==> src/rtl/dualshock_device.sv <==
`timescale 1ns/1ps
`default_nettype none
// +--------------------------------------------------------------------------+
// | Module   : dualshock_device                                              |
// | Function : Controller-side end of the PlayStation pad serial link.       |
// |            Answers the 0x01/0x42 poll with a digital or analog report,   |
// |            pulses ACK between bytes and captures the vibration bytes.    |
// | Revision : 1.0 - initial release                                         |
// +--------------------------------------------------------------------------+
module dualshock_device #(
  parameter int ACK_DLY = 250,
  parameter int ACK_LEN = 100
) (
  input  logic        clk,
  input  logic        I_RSTn,
  input  logic        I_psCLK,
  input  logic        I_psSEL,
  input  logic        I_psTXD,
  output logic        O_psRXD,
  output logic        O_psACK,
  input  logic        I_type,
  input  logic [15:0] I_buttons,
  input  logic [31:0] I_stick,
  output logic [7:0]  O_cmd,
  output logic [7:0]  O_vib1,
  output logic [7:0]  O_vib2,
  output logic        O_poll
);

  // One counter serves both the ACK delay and the ACK pulse width.
  localparam int CNT_MAX = (ACK_DLY > ACK_LEN) ? ACK_DLY : ACK_LEN;
  localparam int CNT_W   = (CNT_MAX > 1) ? $clog2(CNT_MAX) : 1;
  localparam logic [CNT_W-1:0] DLY_LAST = CNT_W'(ACK_DLY - 1);
  localparam logic [CNT_W-1:0] LEN_LAST = CNT_W'(ACK_LEN - 1);

  typedef enum logic [2:0] {
    ST_IDLE    = 3'd0,
    ST_SHIFT   = 3'd1,
    ST_ACKWAIT = 3'd2,
    ST_ACKING  = 3'd3,
    ST_DONE    = 3'd4,
    ST_IGNORE  = 3'd5
  } state_t;

  // Synchronizer and edge-detect stages
  logic sclk_s1, sclk_s2, sclk_d;
  logic sel_s1, sel_s2, sel_d;
  logic txd_s1, txd_s2;

  logic sclk_fall, sclk_rise, sel_fall, sel_rise;

  // Transaction state
  state_t           state;
  logic [3:0]       byte_idx;
  logic [3:0]       next_idx;
  logic [3:0]       last_idx;
  logic [2:0]       bit_cnt;
  logic [7:0]       shift_out;
  logic [6:0]       cmd_sr;
  logic [7:0]       rx_byte;
  logic [7:0]       next_resp;
  logic [7:0]       vib_hold;
  logic [CNT_W-1:0] ack_cnt;

  // Inputs frozen at SEL fall so a report is always coherent
  logic        snap_type;
  logic [15:0] snap_buttons;
  logic [31:0] snap_stick;

  // Bring the link pins into the clk domain. The SEL chain resets to the
  // asserted level so that a SEL already held low across reset does not
  // look like a fresh falling edge afterwards.
  always_ff @(posedge clk) begin
    if (!I_RSTn) begin
      sclk_s1 <= 1'b1;
      sclk_s2 <= 1'b1;
      sclk_d  <= 1'b1;
      sel_s1  <= 1'b0;
      sel_s2  <= 1'b0;
      sel_d   <= 1'b0;
      txd_s1  <= 1'b1;
      txd_s2  <= 1'b1;
    end else begin
      sclk_s1 <= I_psCLK;
      sclk_s2 <= sclk_s1;
      sclk_d  <= sclk_s2;
      sel_s1  <= I_psSEL;
      sel_s2  <= sel_s1;
      sel_d   <= sel_s2;
      txd_s1  <= I_psTXD;
      txd_s2  <= txd_s1;
    end
  end

  assign sclk_fall = sclk_d & ~sclk_s2;
  assign sclk_rise = ~sclk_d & sclk_s2;
  assign sel_fall  = sel_d & ~sel_s2;
  assign sel_rise  = ~sel_d & sel_s2;

  // Command byte as it stands once the current TXD bit is shifted in
  assign rx_byte  = {txd_s2, cmd_sr};
  assign next_idx = byte_idx + 4'd1;
  assign last_idx = snap_type ? 4'd8 : 4'd4;

  // Response byte for the slot that follows the current one
  always_comb begin
    next_resp = 8'hFF;
    case (next_idx)
      4'd1:    next_resp = snap_type ? 8'h73 : 8'h41;
      4'd2:    next_resp = 8'h5A;
      4'd3:    next_resp = snap_buttons[7:0];
      4'd4:    next_resp = snap_buttons[15:8];
      4'd5:    next_resp = snap_stick[7:0];
      4'd6:    next_resp = snap_stick[15:8];
      4'd7:    next_resp = snap_stick[23:16];
      4'd8:    next_resp = snap_stick[31:24];
      default: next_resp = 8'hFF;
    endcase
  end

  // Link protocol engine: byte shifting, command decode and ACK timing
  always_ff @(posedge clk) begin
    if (!I_RSTn) begin
      state        <= ST_IDLE;
      byte_idx     <= 4'd0;
      bit_cnt      <= 3'd0;
      shift_out    <= 8'hFF;
      cmd_sr       <= 7'd0;
      ack_cnt      <= '0;
      vib_hold     <= 8'h00;
      snap_type    <= 1'b0;
      snap_buttons <= 16'hFFFF;
      snap_stick   <= 32'h0000_0000;
      O_psRXD      <= 1'b1;
      O_psACK      <= 1'b1;
      O_poll       <= 1'b0;
      O_cmd        <= 8'h00;
      O_vib1       <= 8'h00;
      O_vib2       <= 8'h00;
    end else begin
      O_poll <= 1'b0;
      if (sel_rise) begin
        // Host released attention: abandon whatever was in progress.
        state    <= ST_IDLE;
        byte_idx <= 4'd0;
        bit_cnt  <= 3'd0;
        ack_cnt  <= '0;
        O_psRXD  <= 1'b1;
        O_psACK  <= 1'b1;
      end else begin
        case (state)
          ST_IDLE: begin
            O_psRXD <= 1'b1;
            O_psACK <= 1'b1;
            if (sel_fall) begin
              snap_type    <= I_type;
              snap_buttons <= I_buttons;
              snap_stick   <= I_stick;
              byte_idx     <= 4'd0;
              bit_cnt      <= 3'd0;
              ack_cnt      <= '0;
              shift_out    <= 8'hFF;
              state        <= ST_SHIFT;
            end
          end

          ST_SHIFT, ST_ACKWAIT, ST_ACKING: begin
            // ACK timing runs alongside bit servicing; a host that clocks
            // early is still answered.
            if (state == ST_ACKWAIT) begin
              if (ack_cnt == DLY_LAST) begin
                ack_cnt <= '0;
                O_psACK <= 1'b0;
                state   <= ST_ACKING;
              end else begin
                ack_cnt <= ack_cnt + CNT_W'(1);
              end
            end
            if (state == ST_ACKING) begin
              if (ack_cnt == LEN_LAST) begin
                ack_cnt <= '0;
                O_psACK <= 1'b1;
                state   <= ST_SHIFT;
              end else begin
                ack_cnt <= ack_cnt + CNT_W'(1);
              end
            end

            if (sclk_fall) begin
              O_psRXD   <= shift_out[0];
              shift_out <= {1'b1, shift_out[7:1]};
            end

            if (sclk_rise) begin
              cmd_sr  <= rx_byte[7:1];
              bit_cnt <= bit_cnt + 3'd1;
              if (bit_cnt == 3'd7) begin
                // Full command byte received; this decision overrides the
                // ACK timer of the previous byte.
                ack_cnt <= '0;
                O_psACK <= 1'b1;
                if (byte_idx == 4'd0 && rx_byte != 8'h01) begin
                  O_psRXD <= 1'b1;
                  state   <= ST_IGNORE;
                end else if (byte_idx == 4'd1 && rx_byte != 8'h42) begin
                  O_cmd   <= rx_byte;
                  O_psRXD <= 1'b1;
                  state   <= ST_IGNORE;
                end else begin
                  if (byte_idx == 4'd1) begin
                    O_cmd <= rx_byte;
                  end
                  if (byte_idx == 4'd3) begin
                    vib_hold <= rx_byte;
                  end
                  if (byte_idx == 4'd4) begin
                    O_vib1 <= vib_hold;
                    O_vib2 <= rx_byte;
                  end
                  if (byte_idx == last_idx) begin
                    O_poll  <= 1'b1;
                    O_psRXD <= 1'b1;
                    state   <= ST_DONE;
                  end else begin
                    byte_idx  <= next_idx;
                    shift_out <= next_resp;
                    state     <= ST_ACKWAIT;
                  end
                end
              end
            end
          end

          ST_DONE, ST_IGNORE: begin
            O_psRXD <= 1'b1;
            O_psACK <= 1'b1;
          end

          default: begin
            state   <= ST_IDLE;
            O_psRXD <= 1'b1;
            O_psACK <= 1'b1;
          end
        endcase
      end
    end
  end

endmodule
`default_nettype wire

==> config.mk <==
export PLATFORM = sky130hd
export DESIGN_NAME = dualshock_device
export DESIGN_NICKNAME = d
export VERILOG_FILES = /design/src/rtl/dualshock_device.sv
export SDC_FILE = /design/constraint.sdc
export NUM_CORES = 1
export LEC_CHECK = 0
export CAP_MARGIN = 20
export CORE_UTILIZATION = 50
export CTS_CLUSTER_SIZE = 28
export DETAILED_ROUTE_END_ITERATION = 8
export PLACE_DENSITY = 0.88
export SYNTH_ARGS = -nofsm -noshare
export SYNTH_HDL_FRONTEND = slang
export SYNTH_SLANG_ARGS = --single-unit
export TNS_END_PERCENT = 1
==> constraint.sdc <==
create_clock -name clk -period 2.25 [get_ports clk]
set_input_delay 0.45 -clock clk [delete_from_list [all_inputs] [get_ports clk]]
set_output_delay 0.45 -clock clk [all_outputs]
set_load 0.1 [all_outputs]
Yosys cells after proc, flatten, opt, wreduce, memory -nomap -nowiden
Index checks and enable logic that the tools add are counted.
- register bits: 125
- input bits: 54
- output and inout bits: 27
- logic and storage cells: 147
- add/subtract/negate cells: 3
- equality and inequality tests: 28
- muxes and demuxes: 55
- bitwise operators: 16
- reduce and logical (&&, ||, !) cells: 21
- operators with widths (kind ; count):
    $mux W8 ; 16
    $pmux W8 S8 ; 1
    $mux W3 ; 12
    $pmux W8 S2 ; 2
    $mux W4 ; 7
    $reduce_and A7 Y1 ; 3
    $eq A4 B3 Y1 const B ; 5
    $mux W1 ; 13
    $eq A4 B2 Y1 const B ; 3
    $ne A2 B2 Y1 const B ; 6
    $not A1 Y1 ; 12
    $reduce_and A3 Y1 ; 4
    $eq A3 B3 Y1 const B ; 3
    $pmux W3 S3 ; 1
    $add A8 B1 Y8 const B ; 1
    $eq A4 B1 Y1 const B ; 2
    $eq A8 B7 Y1 const B ; 1
    $eq A8 B8 Y1 const B ; 1
    $ne A8 B1 Y1 const B ; 1
    $ne A8 B7 Y1 const B ; 1
    $pmux W4 S2 ; 1
    $reduce_or A7 Y1 ; 1
    $eq A3 B2 Y1 const B ; 2
    $mux W6 ; 1
    15 further kinds ; 23

Depth between registers and ports, before layout
Gate-level depths: netlist of run 1.
- depth in word-level cells: 9
- gate-level depth with buffers: 11
- mapped depth without buffers: 8

Least setup slack after synthesis of run 1
Ideal clock, no wire load.
- path type: reg2reg
- start point: register byte_idx[0]
- end point: register shift_out[1]
- setup time: 0.132 ns
- arrival: 2.126 ns
- required time: 2.118 ns
- slack: -0.007 ns
- cell stages (with the launch flop): 10
- buffers on the path: 1
- period minus slack after synthesis: 2.257 ns
- path through: dfxtp_1 -> inv_1 -> ha_1 -> buf_2 -> nor4bb_1 -> a311oi_1 -> nand3_1 -> nor2_1 -> and3_1 -> a32oi_1
- cells in the longest elaborated chain, start to end: 9
- elaborated cells on any way between the ends: 21
- classes of those cells: add/sub (1); eq/ne (10); mux (7); reduce/logical (3)
- RTL lines (item ; line ; RTL):
    from (decl) ; 54 ; logic [3:0] byte_idx;
    from (signal assigned) ; 225 ; byte_idx <= next_idx;
    $add A4 B1 Y4 ; 102 ; assign next_idx = byte_idx + 4'd1;
    $eq A4 B4 Y1 (tied with other cells) ; 108 ; case (next_idx)
    $pmux W8 S8 ; 108 ;
    $mux W8 ; 220 ; if (byte_idx == last_idx) begin
    $mux W8 ; 205 ; end else if (byte_idx == 4'd1 && rx_byte != 8'h42) begin
    $mux W8 (*) ; 202 ; if (byte_idx == 4'd0 && rx_byte != 8'h01) begin
    $mux W8 (*) ; 197 ; if (bit_cnt == 3'd7) begin
    $mux W8 (*) ; 194 ; if (sclk_rise) begin
    $pmux W8 S2 (*) ; 151 ; case (state)
    to (signal assigned) ; 191 ; shift_out <= {1'b1, shift_out[7:1]};
    to (signal assigned) ; 226 ; shift_out <= next_resp;
    to (decl) ; 58 ; logic [7:0] shift_out;
Mark *: on every way between the ends. The rest lies on a longest branch, timed or not.
A chain may end at the register's enable or synchronous reset.

Worst setup path in the final report of run 1
- start point: register cmd_sr[4]
- end point: register O_vib2[3]
- cells in the longest elaborated chain, start to end: 4
- elaborated cells on any way between the ends: 7
- classes of those cells: eq/ne (2); bitwise (2); reduce/logical (3)
- RTL lines (item ; line ; RTL):
    from (decl) ; 59 ; logic [6:0] cmd_sr;
    from (signal assigned) ; 195 ; cmd_sr <= rx_byte[7:1];
    $ne A8 B7 Y1 or $ne A8 B1 Y1 (tied branches) ; 205, 202 ;
    $logic_and A1 B1 Y1 (on tied branches) ; 205, 202 ;
    $not A1 Y1 (no source line) ; -- ;
    $reduce_and A7 Y1 (no source line) (*) ; -- ;
    to (signal assigned) ; 218 ; O_vib2 <= rx_byte;
    to (decl) ; 26 ; output logic [7:0] O_vib2,
Marks and branches as above.

==> impl_metrics.json, run 1 <==
{
  "setup_viol": 0,
  "fmax_mhz": 449,
  "final.min_clock_period_ps": 2230,
  "drc": 0,
  "holdWs_ps": 416,
  "fin_crit_sh": 0.990,
  "top_usage_layer": "met2",
  "cts_root_buf": "clkbuf_16",
  "synth_seq_area_share": 0.427,
  "firstDrtPassIters": 6,
  "cts.sinks": 125,
  "die-height_um": 110,
  "ios": 81,
  "antenna_found_initial": 0,
  "synth.avg_cell_area_um2": 8.71,
  "final_net_count": 839,
  "routed_via_density": 6.03,
  "grt.total_usage": 0.280,
  "nFillCells": 842,
  "postSynthCellCount": 672,
  "drt_wl_total_um": 16400,
  "cts_tree": "done",
  "synth_cell_type_count": 68,
  "areaGrowthSynthToFinish_pct": 31.2,
  "core_um2": 11400,
  "die_w_um": 110,
  "numPortBuffers": 80,
  "drv_slew": 0,
  "cts_buffers": 17,
  "clockBufferDepth": 2,
  "hold_class": "flop to flop",
  "synth.net_count": 735,
  "grt_setup_unrepaired": "yes",
  "fin_util": 0.672,
  "fin_ws_ps": 21.5,
  "instances_no_fill": 932,
  "area.sequential_um2": 2510,
  "num_vias": 5622,
  "htree_levels": 4,
  "drive_gt1_frac": 0.175,
  "ys_ff_latch": 125,
  "total_power_w": 0.00545,
  "clk_latency_ps": 420,
  "met3_usage": 0.0635,
  "start_util": 0.513,
  "peakVddDrop_mv": 0.600,
  "gp_congestion": 0.931,
  "pre_cts_ws_ps": -6.29,
  "static-leakage-power_nw": 2.99,
  "slew_headroom": 0.588,
  "multi_input_comb_area_um2": 3190,
  "antenna_cells": 0,
  "rows": 39,
  "use_met2": 0.464,
  "power_density_nw_per_um2": 710,
  "wl_per_cell_um": 17.6,
  "grt_pass1_wl_um": 25900,
  "crit_required_ps": 2560,
  "synth-edff-count": 0,
  "cp_max_fo": 16,
  "status": "finished clean",
  "tightest_slew_ps": 617,
  "finalHoldViolCount": 0,
  "cp-start-kind": "flop",
  "async_flop_share": 0,
  "synth_warnings": 0,
  "overflow": 0,
  "hpwl_um": 11100,
  "path_class": "flop to flop",
  "worstSetupEndpointType": "flop",
  "skew_ps": 8.80,
  "drt_iter0_markers": 599,
  "grt_max_degree": 51,
  "ant_nets": 0,
  "syn-cell-area_um2": 5850,
  "synth_top_flop_cell": "dfxtp_1",
  "grt_pass1_vias": 5353,
  "drv_cap": 0,
  "place_inst": 899,
  "met1_usage": 0.338,
  "path_clk_slew_ps": 60,
  "dieArea_um2": 12100,
  "arrival_ps": 2540
}
## critical path, cell delays in order, from the launching register on
cell and delay [ps]:
dfxtp_1 310, or4_4 560, o221a_4 280, nor3_4 200, and4b_1 280, buf_12 190
mux2i_1 240, nor2b_1 60
## synth_stat cells (2+ instances only)
library cell,number,area (µm²)
and2_1,4,25.0
a211oi_1,3,22.5
nand4_1,5,31.3
a32oi_1,10,87.6
a221oi_1,3,26.3
nor2b_1,43,269
a21boi_0,34,255
clkbuf_1,39,146
buf_2,2,10.0
or2_2,2,12.5
o31ai_1,2,15.0
dfxtp_1,125,2500
nand2_1,128,480
o221ai_1,3,26.3
or3_1,5,31.3
mux2_2,2,22.5
a22oi_1,13,97.6
a222oi_1,4,40.0
and3b_1,3,26.3
a311oi_1,9,78.8
mux2i_1,43,430
nand2b_1,11,68.8
or3b_2,2,17.5
o21ai_0,15,75.1
nand3_1,30,150
o211ai_1,4,30.0
inv_1,12,45.0
nand3b_1,3,22.5
nor3b_1,2,15.0
o22a_1,5,43.8
a31oi_1,2,12.5
nor2_1,21,78.8
ha_1,9,113
nor3_1,5,25.0
a21o_1,2,15.0
a22o_1,3,26.3
a21oi_1,20,100
a2bb2oi_1,3,26.3
a221o_1,3,30.0
nor4_1,5,31.3
and3_1,6,37.5
## area by class of cell
class	instances	share of cell area
Multi-Input combinational cell	491	0.416
Timing Repair Buffer	129	0.148
Tap cell	143	0.0233
Clock inverter	14	0.0251
Sequential cell	125	0.327
Inverter	12	0.00587
Clock buffer	18	0.0559
## worst paths after layout
| path | cells after the start | end | start | slack, ps |
|---|---|---|---|---|
| max reg2reg | 7 | O_vib2[3] | cmd_sr[4] | 20 |
| min reg2reg | 1 | txd_s2 | txd_s1 | 420 |
| max | 7 | O_vib2[3] | cmd_sr[4] | 20 |
| min | 1 | txd_s2 | txd_s1 | 420 |
## layer usage
layer	vias to the layer above	wire, µm
met3	61	1240
li1	2621	-
met1	2653	6740
met2	287	7920
met4	0	532
met5	-	0
## stage by stage
step | area [µm²] | TNS, ps
2_1_floorplan | 5860 | 0
3_3_place_gp | 6980 | 0
3_5_place_dp | 6980 | -13.2
4_1_cts | 7610 | 0
5_1_grt | 7680 | -559
6_report | 7680 | 0
## cell families after synthesis
family / Yosys count / synth area share
multiplexers: 45 / 0.0774
AND/OR/NAND/NOR: 284 / 0.240
XOR/XNOR: 1 / 0.00150
flip-flops: 125 / 0.427
AO/OA/AOI/OAI: 152 / 0.194
buffers and inverters: 56 / 0.0404
adder cells (fa/ha/maj): 9 / 0.0192
## sequential cells by signal (all words and copies together), names as in the netlist, 4 cells and up
name,flops
snap_stick,32
snap_buttons,16
O_cmd,8
O_vib1,8
O_vib2,8
ack_cnt,8
shift_out,8
vib_hold,8
cmd_sr,7
byte_idx,4
## power breakdown
part           internal, W  total [W]  switching [W]
logic             0.000154   0.000280       0.000126
clock network      0.00185    0.00290        0.00104
registers          0.00225    0.00227      0.0000253
## cell usage in the layout, fill, tap and decap left out, drive strengths merged, types with 4 or more instances in the layout
master         count
a21boi            35
a21oi             20
a222oi             4
a22oi             13
a311oi             9
a32oi             10
and2               5
and3               6
buf               77
bufinv             4
clkbuf            18
clkdlybuf4s50     52
clkinv             9
dfxtp            125
ha                 9
inv               13
mux2i             43
nand2            128
nand2b            11
nand3             30
nand4              5
nor2              22
nor2b             43
nor3               6
nor4               5
o211ai             4
o21ai             16
o22a               5
or3                5
## what timing repair did
action / CTS / global route
setup endpoints to repair: 17 / 36
pin swaps: 0 / 4
buffers inserted: 0 / 1
resized for setup: 4 / 16
hold buffers: 0 / 0
Note: power is estimated with default switching activity, not from simulation.
==> inputs of run 2 (changes only) <==
--- a/config.mk
+++ b/config.mk
@@ -6,10 +6,10 @@
 export NUM_CORES = 1
 export LEC_CHECK = 0
 export CAP_MARGIN = 20
-export CORE_UTILIZATION = 50
+export CORE_UTILIZATION = 56
 export CTS_CLUSTER_SIZE = 28
 export DETAILED_ROUTE_END_ITERATION = 8
-export PLACE_DENSITY = 0.88
+export PLACE_DENSITY = 0.92
 export SYNTH_ARGS = -nofsm -noshare
 export SYNTH_HDL_FRONTEND = slang
 export SYNTH_SLANG_ARGS = --single-unit
==> constraint.sdc (replaced) <==
create_clock -name clk -period 2.78 [get_ports clk]
set_input_delay 0.556 -clock clk [delete_from_list [all_inputs] [get_ports clk]]
set_output_delay 0.556 -clock clk [all_outputs]
set_load 0.1 [all_outputs]
==> run 2 against run 1 <==
Against the previous run:
- via count is 4.1% lower
- worst setup slack improved by 150 ps
- first-iteration DRC count is 24% lower
- register-to-register slack better by 150 ps
- critical path type unchanged
- critical endpoint is now vib_hold[3]
- largest cell class unchanged
==> impl_metrics.json, run 2 (synthesized netlist as in run 1, its figures left out) <==
{
  "worstHoldStart": "I_RSTn",
  "final.min_clock_period_ps": 2610,
  "drive_gt1_frac": 0.120,
  "drt_iter0_markers": 456,
  "routed_via_density": 6.04,
  "grt_setup_unrepaired": "no",
  "timing.rr.start": "byte_idx[1]",
  "overflow": 0,
  "peakVddDrop_mv": 0.435,
  "start_util": 0.588,
  "drv_slew": 0,
  "grt_max_degree": 59,
  "path_clk_slew_ps": 60,
  "path_class": "flop to flop",
  "pwr-share-clk": 0.514,
  "grt.total_usage": 0.298,
  "worstSetupEndpointType": "flop",
  "regMostFlops": "snap_stick",
  "status": "finished clean",
  "ios": 81,
  "layout_commonest_cell": "nand2_1",
  "hpwl_um": 10700,
  "p_int_w": 0.00332,
  "cts.sinks": 125,
  "p_switching_w": 0.000914,
  "drt_wl_total_um": 15500,
  "cp-start-kind": "flop",
  "clk_latency_ps": 540,
  "die-height_um": 104,
  "skew_ps": 8.67,
  "firstDrtPassIters": 6,
  "cts_tree": "done",
  "timing.rr.end": "vib_hold[3]",
  "cts_resized": 0,
  "place_inst": 857,
  "instances_no_fill": 892,
  "fmax_mhz": 383,
  "whs_endpoint": "snap_buttons[5]",
  "antenna_cells": 0,
  "grt_pass1_vias": 5325,
  "power_density_nw_per_um2": 581,
  "hold_class": "primary input to flop",
  "htree_levels": 4,
  "slew_headroom": 0.488,
  "r2r_cells": 8,
  "rows": 36,
  "final_cell_mix": "nand2_1, dfxtp_1, clkdlybuf4s50_1",
  "die_w_um": 104,
  "num_vias": 5390,
  "setup_tns_ps": 0,
  "setup_viol": 0,
  "core_um2": 9950,
  "cp_max_fo": 8,
  "wl_per_cell_um": 17.4,
  "tightest_slew_ps": 762,
  "reg_top3": "snap_stick x32, snap_buttons x16",
  "dieArea_um2": 10900,
  "drc": 0,
  "largest_reg_flops": 32,
  "static-leakage-power_nw": 2.78,
  "antenna_found_initial": 0,
  "sw_frac_of_total": 0.216,
  "gp_congestion": 0.910,
  "power_frac_seq": 0.435,
  "final_net_count": 809,
  "hold_path_depth": 2,
  "numPortBuffers": 80,
  "drv_cap": 0,
  "fin_crit_sh": 0.938,
  "ant_nets": 0,
  "cts_root_buf": "clkbuf_8",
  "crit_required_ps": 3200,
  "ctsHoldBuffers": 0,
  "areaGrowthSynthToFinish_pct": 24.5,
  "cts_buffers": 17,
  "combPwrFrac": 0.051,
  "finalHoldViolCount": 0,
  "grt_pass1_wl_um": 25700,
  "clockBufferDepth": 2,
  "arrival_ps": 3030,
  "r2r_setup_slack_ps": 170
}
## run 2: cell count changes in the layout (fill, tap and decap cells not counted), moves of 2 or more
cell      delta
buf_12       -3
buf_4       -27
clkbuf_8     +2
clkinv_2     +2
clkinv_4     -3
dfxtp_1      +3
dfxtp_2      -2
ha_1         +2
ha_2         -2
## run 2: critical path, stage by stage, from the launching register on
cell     delay (ps)
dfxtp_1         440
inv_1           100
ha_1            330
nor3b_1         240
a32o_1          290
nor3_2          230
nand3_1         430
mux2i_1         340
nor2b_1          80
## run 2: timing repair
action / CTS / global route
endpoints found under the setup margin: 0 / 5
endpoints found under the hold margin: 0 / 0
buffers inserted: 0 / 3
## run 2: per-layer routing
layer	track usage	share of wire	vias up
li1	-	-	2551
met1	0.356	0.42	2542
met4	0.156	0.030	0
met3	0.0721	0.067	48
met2	0.498	0.49	249
met5	0	0	-
## run 2: power by group through the flow
| stage | registers (W) | logic [W] | clock network, W |
|---|---|---|---|
| 3_5_place_dp | 0.00188 | 0.000211 | 0 |
| 5_1_grt | 0.00184 | 0.000233 | 0.00227 |
| 2_1_floorplan | 0.00187 | 0.000113 | 0 |
| 4_1_cts | 0.00184 | 0.000214 | 0.00218 |
| 6_report | 0.00184 | 0.000215 | 0.00218 |
| 3_3_place_gp | 0.00188 | 0.000205 | 0 |
## run 2: metrics by stage
step	hold slack, ps	area, µm²	util	total power (W)	worst slack (ps)
6_report	394	7290	0.732	0.00423	172
3_3_place_gp	393	6680	0.671	0.00208	392
4_1_cts	381	7260	0.730	0.00423	194
2_1_floorplan	386	5850	-	0.00198	523
3_5_place_dp	394	6680	0.671	0.00209	265
5_1_grt	411	7290	0.732	0.00434	3.17
## run 2: worst max path at each step
stage,startpoint,endpoint
floorplan,byte_idx[0],shift_out[1]
global placement,byte_idx[3],shift_out[4]
detailed placement,byte_idx[1],vib_hold[5]
CTS,byte_idx[1],O_vib1[6]
global route,byte_idx[0],byte_idx[3]
finish,byte_idx[1],vib_hold[3]
## run 2: layout make-up
class                   instances  area [µm²]
clock buffers                  20         435
clock inverters                12         145
well taps                     133         166
multi-input cells             491        3120
fillers                       690        2670
repair buffers                 99         871
flip-flops and latches        125        2500
inverters                      12        45.0
==> inputs of run 3 (changes only) <==
--- a/config.mk
+++ b/config.mk
@@ -5,7 +5,6 @@
 export SDC_FILE = /design/constraint.sdc
 export NUM_CORES = 1
 export LEC_CHECK = 0
-export CAP_MARGIN = 20
 export CORE_UTILIZATION = 56
 export CTS_CLUSTER_SIZE = 28
 export DETAILED_ROUTE_END_ITERATION = 8
==> results of run 3 <==
The final DEF is identical to that of run 2; final timing and power are the same.
